--- src/rtl/handshake_const_arbiter_pkg.sv ---
// Shared helpers for the constant-channel arbiter: index width derivation
// and the packing convention of the per-requester constant table.
package handshake_const_arbiter_pkg;

   // Ceiling log2, never below 1 so a single requester still gets a 1-bit index.
   function automatic int idx_width(input int n);
      int w;
      w = 0;
      for (int k = 0; k < 32; k++) begin
         if ((1 << w) < n) w++;
      end
      return (w < 1) ? 1 : w;
   endfunction

   // Requester i's constant lives at bit offset i*width of the packed table.
   function automatic int const_lsb(input int idx, input int width);
      return idx * width;
   endfunction

endpackage

--- src/rtl/handshake_const_arbiter_rr_priority_picker.sv ---
// Combinational round-robin picker: first asserted request at or after ptr,
// wrapping modulo NUM_REQ.
module rr_priority_picker
#(
   parameter int NUM_REQ = 4,
   parameter int IDX_W   = 2
)(
   input  logic [NUM_REQ-1:0] req,
   input  logic [IDX_W-1:0]   ptr,
   output logic [NUM_REQ-1:0] grant_oh,
   output logic [IDX_W-1:0]   grant_idx,
   output logic               any
);

   // Scan requesters starting at the pointer; the first hit wins.
   always_comb begin
      int idx;
      grant_oh  = '0;
      grant_idx = '0;
      any       = 1'b0;
      idx       = 0;
      for (int k = 0; k < NUM_REQ; k++) begin
         idx = int'(ptr) + k;
         if (idx >= NUM_REQ) idx = idx - NUM_REQ;
         if (!any && req[idx]) begin
            any           = 1'b1;
            grant_oh[idx] = 1'b1;
            grant_idx     = IDX_W'(idx);
         end
      end
   end

endmodule

--- src/rtl/handshake_const_arbiter.sv ---
// Round-robin arbiter exchanging requester control tokens for per-requester
// constants on one registered output channel (1-cycle latency, full rate).
module handshake_const_arbiter
   import handshake_const_arbiter_pkg::*;
#(
   parameter int NUM_REQ    = 4,
   parameter int DATA_WIDTH = 18,
   parameter logic [NUM_REQ*DATA_WIDTH-1:0] CONSTS =
      {18'h12345, 18'h3FFFF, 18'h00001, 18'h1AD57},
   localparam int IDX_W = idx_width(NUM_REQ)
)(
   input  logic                  clk,
   input  logic                  rst,
   input  logic [NUM_REQ-1:0]    ins_valid,
   output logic [NUM_REQ-1:0]    ins_ready,
   output logic [DATA_WIDTH-1:0] outs,
   output logic [IDX_W-1:0]      outs_index,
   output logic                  outs_valid,
   input  logic                  outs_ready
);

   logic [DATA_WIDTH-1:0] outs_q, outs_d;
   logic [IDX_W-1:0]      outs_index_q, outs_index_d;
   logic                  outs_valid_q, outs_valid_d;
   logic [IDX_W-1:0]      rr_ptr_q, rr_ptr_d;

   logic [NUM_REQ-1:0]    grant_oh;
   logic [IDX_W-1:0]      grant_idx;
   logic                  any;
   logic                  load;

   rr_priority_picker #(
      .NUM_REQ (NUM_REQ),
      .IDX_W   (IDX_W)
   ) u_picker (
      .req       (ins_valid),
      .ptr       (rr_ptr_q),
      .grant_oh  (grant_oh),
      .grant_idx (grant_idx),
      .any       (any)
   );

   // The slot can accept a new token when empty or draining this cycle.
   assign load      = !outs_valid_q || outs_ready;
   assign ins_ready = (load && any && !rst) ? grant_oh : '0;

   // Next-state: capture the granted constant and advance the pointer past it.
   always_comb begin
      outs_d       = outs_q;
      outs_index_d = outs_index_q;
      outs_valid_d = outs_valid_q;
      rr_ptr_d     = rr_ptr_q;
      if (load) begin
         if (any) begin
            outs_d       = CONSTS[const_lsb(int'(grant_idx), DATA_WIDTH) +: DATA_WIDTH];
            outs_index_d = grant_idx;
            outs_valid_d = 1'b1;
            if (int'(grant_idx) == NUM_REQ - 1) rr_ptr_d = '0;
            else                                rr_ptr_d = IDX_W'(int'(grant_idx) + 1);
         end else begin
            outs_valid_d = 1'b0;
         end
      end
   end

   // Output register and pointer; reset discards any held token.
   always_ff @(posedge clk) begin
      if (rst) begin
         outs_q       <= '0;
         outs_index_q <= '0;
         outs_valid_q <= 1'b0;
         rr_ptr_q     <= '0;
      end else begin
         outs_q       <= outs_d;
         outs_index_q <= outs_index_d;
         outs_valid_q <= outs_valid_d;
         rr_ptr_q     <= rr_ptr_d;
      end
   end

   assign outs       = outs_q;
   assign outs_index = outs_index_q;
   assign outs_valid = outs_valid_q;

endmodule

--- config.mk ---
export PLATFORM = sky130hd
export DESIGN_NAME = handshake_const_arbiter
export DESIGN_NICKNAME = d
export VERILOG_FILES = /design/src/rtl/handshake_const_arbiter_pkg.sv /design/src/rtl/handshake_const_arbiter_rr_priority_picker.sv /design/src/rtl/handshake_const_arbiter.sv
export SDC_FILE = /design/constraint.sdc
export NUM_CORES = 1
export LEC_CHECK = 0
export ABC_AREA = 1
export BUFFER_PORTS_ARGS = -buffer_cell sky130_fd_sc_hd__buf_2
export CORE_UTILIZATION = 45
export DETAILED_ROUTE_END_ITERATION = 16
export PLACE_DENSITY_LB_ADDON = 0.12
export SLEW_MARGIN = 20
export SYNTH_ARGS = -nofsm -noshare
export SYNTH_HDL_FRONTEND = slang
export SYNTH_HIERARCHICAL = 1
export SYNTH_SLANG_ARGS = --single-unit
--- constraint.sdc ---
create_clock -name clk -period 3.1 [get_ports clk]
set_clock_uncertainty 0.1 [all_clocks]
set_input_delay 0.155 -clock clk [delete_from_list [all_inputs] [get_ports clk]]
set_output_delay 0.155 -clock clk [all_outputs]
set_load 0.01 [all_outputs]
==> run metrics <==
cell row count 17; share of post-route cells with drive strength above 1 28.6%; tightest slew margin relative to the limit 81.0%; total routing resource utilization after global routing 18.6%; MaxCap Viol Count 0; required time of the worst setup path 3.16 ns; power density over the cells 1120 nW/um^2; placeable core region 2190 sq um; area growth from synthesis to final layout 11.9%; remaining global-route overflow 0; sequential cell area in the final layout 180 sq um; combined area of the multi-input logic cells 653 sq um; cells taking the most area after synthesis sky130_fd_sc_hd__dfxtp_1, sky130_fd_sc_hd__ha_1, sky130_fd_sc_hd__nand2_1; RSZ-0062 raised after global routing false; DRC violation total after the first TritonRoute iteration 41; number of clock buffers inserted by TritonCTS 3; max incr delay on CP 0.49 ns; maximum buffer depth of the clock tree 2; first-pass GRT wire length 3.55 mm; die area 2510 sq um; XOR/XNOR share of the synthesized area 0%; maximum number of pins on one net before global-route repair 14; number of pins exceeding their max-slew limit in the final report 0; worst setup timing slack at the placement stage 0.260 ns; Antenna Nets Post-Route 0; library cell with the largest summed area after synthesis sky130_fd_sc_hd__dfxtp_1; multiplexer share of the synthesized area 0%; cell count after synthesis 159; startpoint kind of the worst setup timing path flip-flop; number of diodes 0; result of the run finished clean; Worst-Margin Slew 0.284 ns; number of register bits inferred by synthesis 9; master of the slowest instance on the critical path sky130_fd_sc_hd__dfxtp_1; final cycle utilization of the critical path 90.8%; # port buffers 31; Initial Util 47.5%; achievable clock frequency 355 MHz; post-detailed-placement half-perimeter wirelength 1.58 mm; Crit. End Element flip-flop; DR WL/cell 10.3 microns; most common library cell in the layout ignoring fill and taps sky130_fd_sc_hd__buf_2; sequential area share after synthesis 17.3%; cell repeated most along the worst path sky130_fd_sc_hd__inv_1; synthesized area divided by synthesized cell count 6.55 sq um; number of antenna violations at the first check in global routing 0; Sinks on Clock Net 9; Worst-Skew Late Latency 0.27 ns; clock slew at reported path FFs 0.08 ns; type of the most critical hold path input pin to flip-flop; count of final hold-check violations 0; count of buffering cells on the critical path with inverters included 3; ordered cell list for the critical path inv_1, ha_1, inv_1, nand2_1, nand2_1, nor2_4, nand4_1, nand3_1, inv_1, ha_1, or2_2, nor2_1, nor2_1; minimum setup slack in the final design 0.285 ns; number of fill cells in the layout 241; DRT Wirelength 2.15 mm; highest-count cells in the layout ignoring fill and taps sky130_fd_sc_hd__buf_2, sky130_fd_sc_hd__nand2_1, sky130_fd_sc_hd__nand3_1; main combinational cell family by area after synthesis simple AND/OR/NAND/NOR gates; share of the synthesized area in compound gates (AO/OA/AOI/OAI) 8.29%; sum of negative setup slack 0 ns; Die Span Y 50.1 microns; critical setup path kind flip-flop to flip-flop; Synth Cell Area 1040 sq um; post-layout net count 202; syn_nets 178; # DRC 0; CTS H-tree lvls 1; data arrival time of the critical path 2.88 ns; CTS tree built; simple-gate share of the synthesized area 39.8%; number of distinct library cells after synthesis 19; maximum fanout encountered on the critical timing path 13; maximum vdd ir drop 0.484 mV; min cycle time layout 2.81 ns; number of global-route vias before repair 810; first-pass detailed-route iteration total 4; post-synthesis adder-cell area fraction 14.4%; routability congestion estimate 0.920; detailed-route vias per instance 4.88; total of endpoints with negative setup slack in the final report 0; crit-path leading delay family simple AND/OR/NAND/NOR gates; vias post-DR 1025; Clock Root Buffer sky130_fd_sc_hd__clkbuf_4; number of placed I/O pins 32; top cell type's share of synthesized area 17.3%; Leak 0.683 nW; die span in x 50.1 microns; total of warnings raised by yosys 6
[worst reg2reg max path: cells and delay by family (launching register included)]
family / cells / cell delay [ns]
simple gates: 8 / 1.09
fa+ha+maj: 2 / 0.62
flops: 1 / 0.49
buf+inv: 3 / 0.41
[sequential cells by signal, indices dropped and copies added, names as in the netlist]
register,cells
rr_ptr_q,2
outs,5
outs_valid,1
outs_index,1
[cell usage after synthesis]
| master | number |
|---|---|
| sky130_fd_sc_hd__or2_2 | 1 |
| sky130_fd_sc_hd__dfxtp_1 | 9 |
| sky130_fd_sc_hd__clkinv_1 | 1 |
| sky130_fd_sc_hd__nand4_1 | 7 |
| sky130_fd_sc_hd__ha_1 | 12 |
| sky130_fd_sc_hd__a21boi_0 | 4 |
| sky130_fd_sc_hd__inv_2 | 2 |
| sky130_fd_sc_hd__nor2_1 | 19 |
| sky130_fd_sc_hd__nor2_4 | 1 |
| sky130_fd_sc_hd__a21oi_4 | 1 |
| sky130_fd_sc_hd__nand2_2 | 6 |
| sky130_fd_sc_hd__nand3_1 | 20 |
| sky130_fd_sc_hd__nand2_4 | 1 |
| sky130_fd_sc_hd__buf_6 | 2 |
| sky130_fd_sc_hd__inv_1 | 19 |
| sky130_fd_sc_hd__a21oi_1 | 8 |
| sky130_fd_sc_hd__buf_4 | 14 |
| sky130_fd_sc_hd__nand3_2 | 2 |
| sky130_fd_sc_hd__nand2_1 | 30 |
[cells by family after synthesis]
group,Yosys count
and+or+nand+nor,87
buffers and inverters,38
AOI/OAI and AO/OA,13
adders and majority gates,12
DFF,9
[report_power, final]
part           internal [mW]  switching, mW
clock                 0.0498         0.0488
combinational          0.372          0.625
sequential             0.161         0.0425
[area by class of cell]
type | instances | share of cell area, %
clock buffers | 4 | 2.26
inverters | 22 | 7.09
multi-input cells | 112 | 56.1
flip-flops and latches | 9 | 15.5
well taps | 28 | 3.01
repair buffers | 35 | 16.1
[timing repair]
item / 4_1_cts / 5_1_grt
endpoints found under the hold margin: 1 / 0
endpoints found under the setup margin: 0 / 5
gates resized for setup: 0 / 1
buffers inserted: 0 / 2
hold buffers: 1 / 0
[layer usage]
metal	track usage [%]	vias to the layer above	wire length, microns
met5	0	-	0
met4	8.57	0	42
met3	2.78	5	93
met2	28.0	30	1030
met1	25.6	448	992
li1	-	542	-
[metrics by stage]
stage	utilization, %	total power, mW	instance area, sq um	cells	hold slack (ns)
6_report	53.2	1.30	1160	210	0.236
5_1_grt	53.2	1.45	1160	210	0.267
4_1_cts	52.4	1.28	1150	208	0.242
3_5_place_dp	50.7	1.18	1110	203	0.235
3_3_place_gp	50.7	1.17	1110	203	0.228
2_1_floorplan	-	1.04	1040	159	0.124
[worst paths after layout]
kind                             startpoint        to  slack, ns  cells after the start
worst max-delay path            rr_ptr_q[1]  outs[15]       0.29                     13
worst min register to register      outs[0]   outs[0]       0.36                      2
worst max register to register  rr_ptr_q[1]  outs[15]       0.29                     13
worst min-delay path             outs_ready   outs[0]       0.24                      5
(Power assumes the default switching activity.)
